### config.mk
export PLATFORM = sky130hd
export DESIGN_NAME = aes_128_key_expand
export DESIGN_NICKNAME = d
export VERILOG_FILES = /design/src/rtl/aes_128_pkg.sv /design/src/rtl/aes_128_sbox.sv /design/src/rtl/aes_128_key_expand.sv
export SDC_FILE = /design/constraint.sdc
export NUM_CORES = 2
export LEC_CHECK = 0
export CORE_MARGIN = 2
export CORE_UTILIZATION = 39
export DETAILED_ROUTE_END_ITERATION = 6
export GPL_TIMING_DRIVEN = 0
export PLACE_DENSITY = 0.62
export SYNTH_ARGS = -nofsm -noshare
export SYNTH_HDL_FRONTEND = slang
export SYNTH_HIERARCHICAL = 1
export SYNTH_SLANG_ARGS = --single-unit
### constraint.sdc
create_clock -name clk -period 14.7 [get_ports clk]
set_clock_uncertainty 0.15 [all_clocks]
set_input_delay 1.47 -clock clk [delete_from_list [all_inputs] [get_ports clk]]
set_output_delay 1.47 -clock clk [all_outputs]
set_load 0.02 [all_outputs]
### src/rtl/aes_128_pkg.sv
// Shared constants and types for the AES-128 key-expansion block.
package aes_128_pkg;

  // Number of expansion rounds; round keys are indexed 0..NR.
  localparam int NR = 10;

  // Width of one round key.
  localparam int RK_W = 128;

  // Highest valid round-key index, sized for the 4-bit round pointer.
  localparam logic [3:0] LAST_ROUND = 4'(NR);

  // Last value of the expansion counter before the block becomes ready.
  localparam logic [3:0] LAST_STEP = 4'(NR - 1);

  // Round constants for rounds 1..NR, stored at index 0..NR-1 (top byte only).
  localparam logic [7:0] RCON [NR] = '{
    8'h01, 8'h02, 8'h04, 8'h08, 8'h10,
    8'h20, 8'h40, 8'h80, 8'h1b, 8'h36
  };

  // Controller states.
  typedef enum logic [1:0] {
    IDLE   = 2'd0,
    EXPAND = 2'd1,
    READY  = 2'd2
  } state_t;

endpackage

### src/rtl/aes_128_sbox.sv
// AES forward S-box: GF(2^8) multiplicative inverse followed by the affine map.
module aes_128_sbox (
  input  logic [7:0] i_byte,
  output logic [7:0] o_byte
);

  // Multiply in GF(2^8) modulo x^8 + x^4 + x^3 + x + 1.
  function automatic logic [7:0] gf_mul(input logic [7:0] a, input logic [7:0] b);
    logic [7:0] acc;
    logic [7:0] sh;
    acc = 8'h00;
    sh  = a;
    for (int i = 0; i < 8; i++) begin
      if (b[i]) acc = acc ^ sh;
      sh = {sh[6:0], 1'b0} ^ (sh[7] ? 8'h1b : 8'h00);
    end
    return acc;
  endfunction

  // Inverse as a^254 = a^2 * a^4 * ... * a^128; maps 0 to 0 as required.
  function automatic logic [7:0] gf_inv(input logic [7:0] a);
    logic [7:0] pw;
    logic [7:0] res;
    pw  = a;
    res = 8'h01;
    for (int i = 1; i < 8; i++) begin
      pw  = gf_mul(pw, pw);
      res = gf_mul(res, pw);
    end
    return res;
  endfunction

  // Affine transform: b ^ rotl1 ^ rotl2 ^ rotl3 ^ rotl4 ^ 0x63.
  function automatic logic [7:0] affine(input logic [7:0] b);
    return b ^ {b[6:0], b[7]} ^ {b[5:0], b[7:6]} ^ {b[4:0], b[7:5]} ^ {b[3:0], b[7:4]} ^ 8'h63;
  endfunction

  logic [7:0] w_inv;

  assign w_inv  = gf_inv(i_byte);
  assign o_byte = affine(w_inv);

endmodule

### src/rtl/aes_128_key_expand.sv
// AES-128 key schedule: expands one cipher key into 11 stored round keys at
// one key per cycle, then serves them by a round pointer.
module aes_128_key_expand
  import aes_128_pkg::*;
(
  input  logic            clk,
  input  logic            kill,
  input  logic [RK_W-1:0] key_in,
  input  logic            key_load,
  input  logic            in_en,
  input  logic            key_ready,
  output logic [RK_W-1:0] key_round,
  output logic [3:0]      round_idx,
  output logic            keys_valid,
  output logic            busy,
  output logic            key_load_collision_irq_pulse
);

  state_t          r_state;
  state_t          w_state_nxt;
  logic [3:0]      r_cnt;
  logic [3:0]      r_round_idx;
  logic            r_irq;
  logic [RK_W-1:0] r_work;
  logic [RK_W-1:0] r_rk [0:NR];

  logic            w_expand;
  logic            w_valid;
  logic            w_load;
  logic [31:0]     w_w0, w_w1, w_w2, w_w3;
  logic [31:0]     w_rot, w_sub, w_temp;
  logic [31:0]     w_n0, w_n1, w_n2, w_n3;
  logic [RK_W-1:0] w_next_rk;

  assign w_expand = (r_state == EXPAND);
  assign w_valid  = (r_state == READY);
  // A load arriving mid-expansion is dropped and only flagged.
  assign w_load   = key_load && !w_expand;

  // One FIPS-197 round of the schedule applied to the previous round key.
  assign {w_w0, w_w1, w_w2, w_w3} = r_work;
  assign w_rot = {w_w3[23:0], w_w3[31:24]};

  for (genvar g = 0; g < 4; g++) begin : g_sbox
    aes_128_sbox u_sbox (
      .i_byte (w_rot[8*g +: 8]),
      .o_byte (w_sub[8*g +: 8])
    );
  end

  assign w_temp    = w_sub ^ {RCON[r_cnt], 24'h000000};
  assign w_n0      = w_w0 ^ w_temp;
  assign w_n1      = w_w1 ^ w_n0;
  assign w_n2      = w_w2 ^ w_n1;
  assign w_n3      = w_w3 ^ w_n2;
  assign w_next_rk = {w_n0, w_n1, w_n2, w_n3};

  // State register.
  always_ff @(posedge clk) begin
    if (kill) r_state <= IDLE;
    else      r_state <= w_state_nxt;
  end

  // Next-state logic: load from IDLE/READY, finish after the tenth key.
  always_comb begin
    w_state_nxt = r_state;
    unique case (r_state)
      IDLE, READY: if (key_load) w_state_nxt = EXPAND;
      EXPAND:      if (r_cnt == LAST_STEP) w_state_nxt = READY;
      default:     w_state_nxt = IDLE;
    endcase
  end

  // Expansion counter: number of round keys generated since the load.
  always_ff @(posedge clk) begin
    if (kill)          r_cnt <= 4'd0;
    else if (w_load)   r_cnt <= 4'd0;
    else if (w_expand) r_cnt <= r_cnt + 4'd1;
  end

  // Round-key storage and working key; data only, so never reset.
  always_ff @(posedge clk) begin
    if (!kill) begin
      if (w_load) begin
        r_work   <= key_in;
        r_rk[0]  <= key_in;
      end else if (w_expand) begin
        r_work               <= w_next_rk;
        r_rk[r_cnt + 4'd1]   <= w_next_rk;
      end
    end
  end

  // Round pointer: rewinds on in_en, steps on key_ready, pinned to 0 while invalid.
  always_ff @(posedge clk) begin
    if (kill || w_load || !w_valid) r_round_idx <= 4'd0;
    else if (in_en)                 r_round_idx <= 4'd0;
    else if (key_ready)             r_round_idx <= (r_round_idx == LAST_ROUND) ? 4'd0 : r_round_idx + 4'd1;
  end

  // Collision flag: one cycle after a load request that arrived while busy.
  always_ff @(posedge clk) begin
    if (kill) r_irq <= 1'b0;
    else      r_irq <= key_load && w_expand;
  end

  // Serve the selected round key; stale keys are hidden until the schedule is complete.
  always_comb begin
    key_round = '0;
    if (w_valid && (r_round_idx <= LAST_ROUND)) key_round = r_rk[r_round_idx];
  end

  assign round_idx                    = r_round_idx;
  assign keys_valid                   = w_valid;
  assign busy                         = w_expand;
  assign key_load_collision_irq_pulse = r_irq;

endmodule
==> metrics <==
Slew @ Worst Pin 1.562 ns; RD Place Congestion roughly 0.94; Mapped Cells 11190; Yosys top cell area share 0.3727; # fillers 27080; final net count 12930; first-pass GRT wire length 617500 µm; Die Span X 567.3 µm; Synth cell types 117; Arr. time, crit path 16.09 ns; synth cell count leaders edfxtp_1, xnor2_1, nor2_1, nand2_1, xor2_1; most used cell, CP buf_4; minimum clock period 15.74 ns; DRT iter0 DRCs 10890; Hold Crit Depth 2; Post-DP HPWL roughly 300000 µm; syn nets 11350; met2 Use GR 0.4077; Final Hold Viols 0; GRT met3 Usage 0.03639; Setup crit end kind flip-flop; CTS Hold Bufs 0; start of the worst register-to-register path r_work[23]; H-tree Lvls 4; CTS tree yes; vias in the first global route 93690; Clock Tree Root clkbuf_16; WL per Instance approximately 25 µm; Placeable Area 315200 µm²; DR pass1 iterations 7; Initial Util 0.3926; Num CTS Buffers 146; largest net degree at the start of global routing 34; DRT antenna net count 0; kind of critical path flip-flop to flip-flop; Reg2Reg Capture Point r_work[30]; CP Launch Point r_work[23]; final setup margin -1.039 ns; synthesized cell area 123700 µm²; initial antenna violation count 72; Top Ports 268; layout cells sized above 1 0.2971; total track usage 0.2522; number of synthesized flops with an enable pin around 1500; R2R depth 61; failing checks design-rule violations, max-capacitance violations, max-slew violations, negative setup slack; largest stage delay on the critical path between 0.5 and 0.6 ns; final setup vio count ~1500; synthesized flop and latch total 1551; M1 GR Usage 0.3236; proportion of synthesized chip area in sequential cells 0.3752; final WL 424300 µm; CP Max Fanout 10; vias ~98000; DRC 2; unrepaired setup endpoints after global routing yes; area leader, netlist edfxtp_1; Die Span Y about 570 µm; max-slew violation count 13; clock tree sinks 1551; r2r setup slk -1.04 ns; Synth area leaders edfxtp_1, xnor2_1, xnor3_1, mux4_2, nor2_1; max-cap violations 1; Worst Hold Launch round_idx[3]; result of the run complete, but fails checks; busiest grt layer met2; Max Fclk 63.54 MHz; yosys warns 6; critical path startpoint category flip-flop; clk_lat worst skew 0.79 ns; synthesis-to-layout area growth 28.44%; Worst Path Required 15.06 ns; die area 321800 µm²; ys async rst share 0; Slew headroom -0.04166; Post-Syn Area per Cell between 10 and 15 µm²; slowest CP cell edfxtp_1; top_reg_cell synth edfxtp_1; fin crit share 1.071; WHS approximately 0.37 ns; top-count cell post-synth edfxtp_1; register clock-pin slew on the reported worst setup and hold paths 0.07 ns; Vias per Instance 5.745; # rows about 210; worst hold path type flip-flop to flip-flop; CTS Buffer Depth 3; grt ovf 0; Port Buf Inserts around 270
==> layout make-up <==
type	count	area [µm²]	share of cell area
repair buffers	1426	13050	0.08208
diodes	51	127.6	0.0008030
flip-flops and latches	1551	46420	0.2921
plain buffers	749	4571	0.02876
clock inverters	78	765.7	0.004818
inverters	93	384.1	0.002417
clock buffers	184	3891	0.02448
well taps	4160	5205	0.03275
multi-input cells	8795	84520	0.5318
==> what timing repair did <==
item / in CTS / in global routing
gates resized for setup: 1477 / 391
setup buffers: 716 / 222
endpoints found under the hold margin: 0 / 0
cloned: 8 / 10
setup endpoints to repair: 1536 / 1536
pin swaps: 613 / 185
==> worst max-delay path, delay by kind of cell (launching register included) <==
kind / cells / cell delay, ns
buffers and inverters: 13 / 1.96
AND/OR/NAND/NOR: 10 / 1.86
flip-flops: 1 / 0.55
multiplexers: 1 / 0.13
XOR/XNOR: 17 / 4.73
AO/OA/AOI/OAI: 17 / 5.15
adder cells (fa/ha/maj): 3 / 0.88
==> flip-flops by register name, summed over array words and instances (netlist names), named ones only <==
| register | count |
|---|---|
| key_load_collision_irq_pulse | 1 |
| r_state | 2 |
| round_idx | 4 |
| r_rk | 1408 |
| r_work | 128 |
| r_cnt | 4 |
==> placed cells by master (no fill, tap or decap), types with 51 or more instances in the layout <==
cell | Yosys | layout
nor3_1 | 214 | 196
xnor3_2 | 44 | 148
o21ai_1 | 81 | 96
xnor3_1 | 362 | 252
clkbuf_16 | 0 | 158
mux4_2 | 257 | 257
clkdlybuf4s50_1 | 0 | 267
nor2_1 | 1227 | 1209
nand2_1 | 936 | 912
clkbuf_1 | 391 | 307
buf_4 | 64 | 1035
nor2b_1 | 209 | 202
a22oi_1 | 68 | 56
a211oi_1 | 314 | 297
nand2b_1 | 97 | 94
xnor2_2 | 176 | 290
xnor2_4 | 44 | 223
a21oi_1 | 439 | 392
inv_1 | 57 | 53
xor2_2 | 48 | 99
a31oi_1 | 66 | 66
o22ai_1 | 108 | 95
nand4_1 | 56 | 56
buf_12 | 0 | 75
buf_6 | 56 | 198
buf_2 | 167 | 114
clkbuf_2 | 0 | 81
mux2i_1 | 360 | 351
xnor2_1 | 1443 | 1150
mux2_2 | 176 | 176
xor2_4 | 16 | 167
nand3_1 | 186 | 175
xor2_1 | 445 | 243
edfxtp_1 | 1536 | 1536
o21ai_0 | 346 | 266
diode_2 | 0 | 51
==> kinds of logic (layout without fill, tap and decap cells) <==
| family | count (synthesis) | in the layout | share of synthesized area |
|---|---|---|---|
| simple gates | 3300 | 3302 | 0.1219 |
| xor+xnor | 2638 | 2638 | 0.2624 |
| compound gates | 2008 | 2012 | 0.1103 |
| flops | 1551 | 1551 | 0.3752 |
| buf+inv | 847 | 2530 | 0.03281 |
| mux | 805 | 805 | 0.09373 |
| fa+ha+maj | 38 | 38 | 0.003761 |
| other cells | 0 | 51 | 0 |
==> worst max path at each step <==
stage | end | slack [ns]
after global placement | r_rk[9][14] | -15.86
after floorplan | r_rk[4][0] | -0.62
after CTS | r_rk[9][6] | -0.90
final | r_work[30] | -1.04
after detailed placement | r_rk[10][9] | -4.89
after global routing | r_work[30] | -1.51
==> stage by stage <==
step | cells | area [µm²] | TNS (ns) | setup WS [ns] | utilization
after floorplan | 11190 | 124800 | -257.16 | -0.6225 | -
after global placement | 15610 | 132700 | - | -15.86 | 0.4210
after detailed placement | 15830 | 135000 | -5862.35 | -4.888 | 0.4283
after CTS | 16800 | 154700 | -625.24 | -0.9006 | 0.4909
after global routing | 17080 | 158900 | -1606.07 | -1.508 | 0.5041
final | 17090 | 158900 | -843.70 | -1.039 | 0.5042
==> routing by layer <==
metal	share of wire	vias to the layer above
li1	-	43900
met1	0.39	49010
met2	0.47	4431
met3	0.076	827
met4	0.062	6
met5	0.000087	-
Power is left out: the tool's default activity adds up to more than one toggle a clock period on the data nets, which glitch-free logic cannot reach.
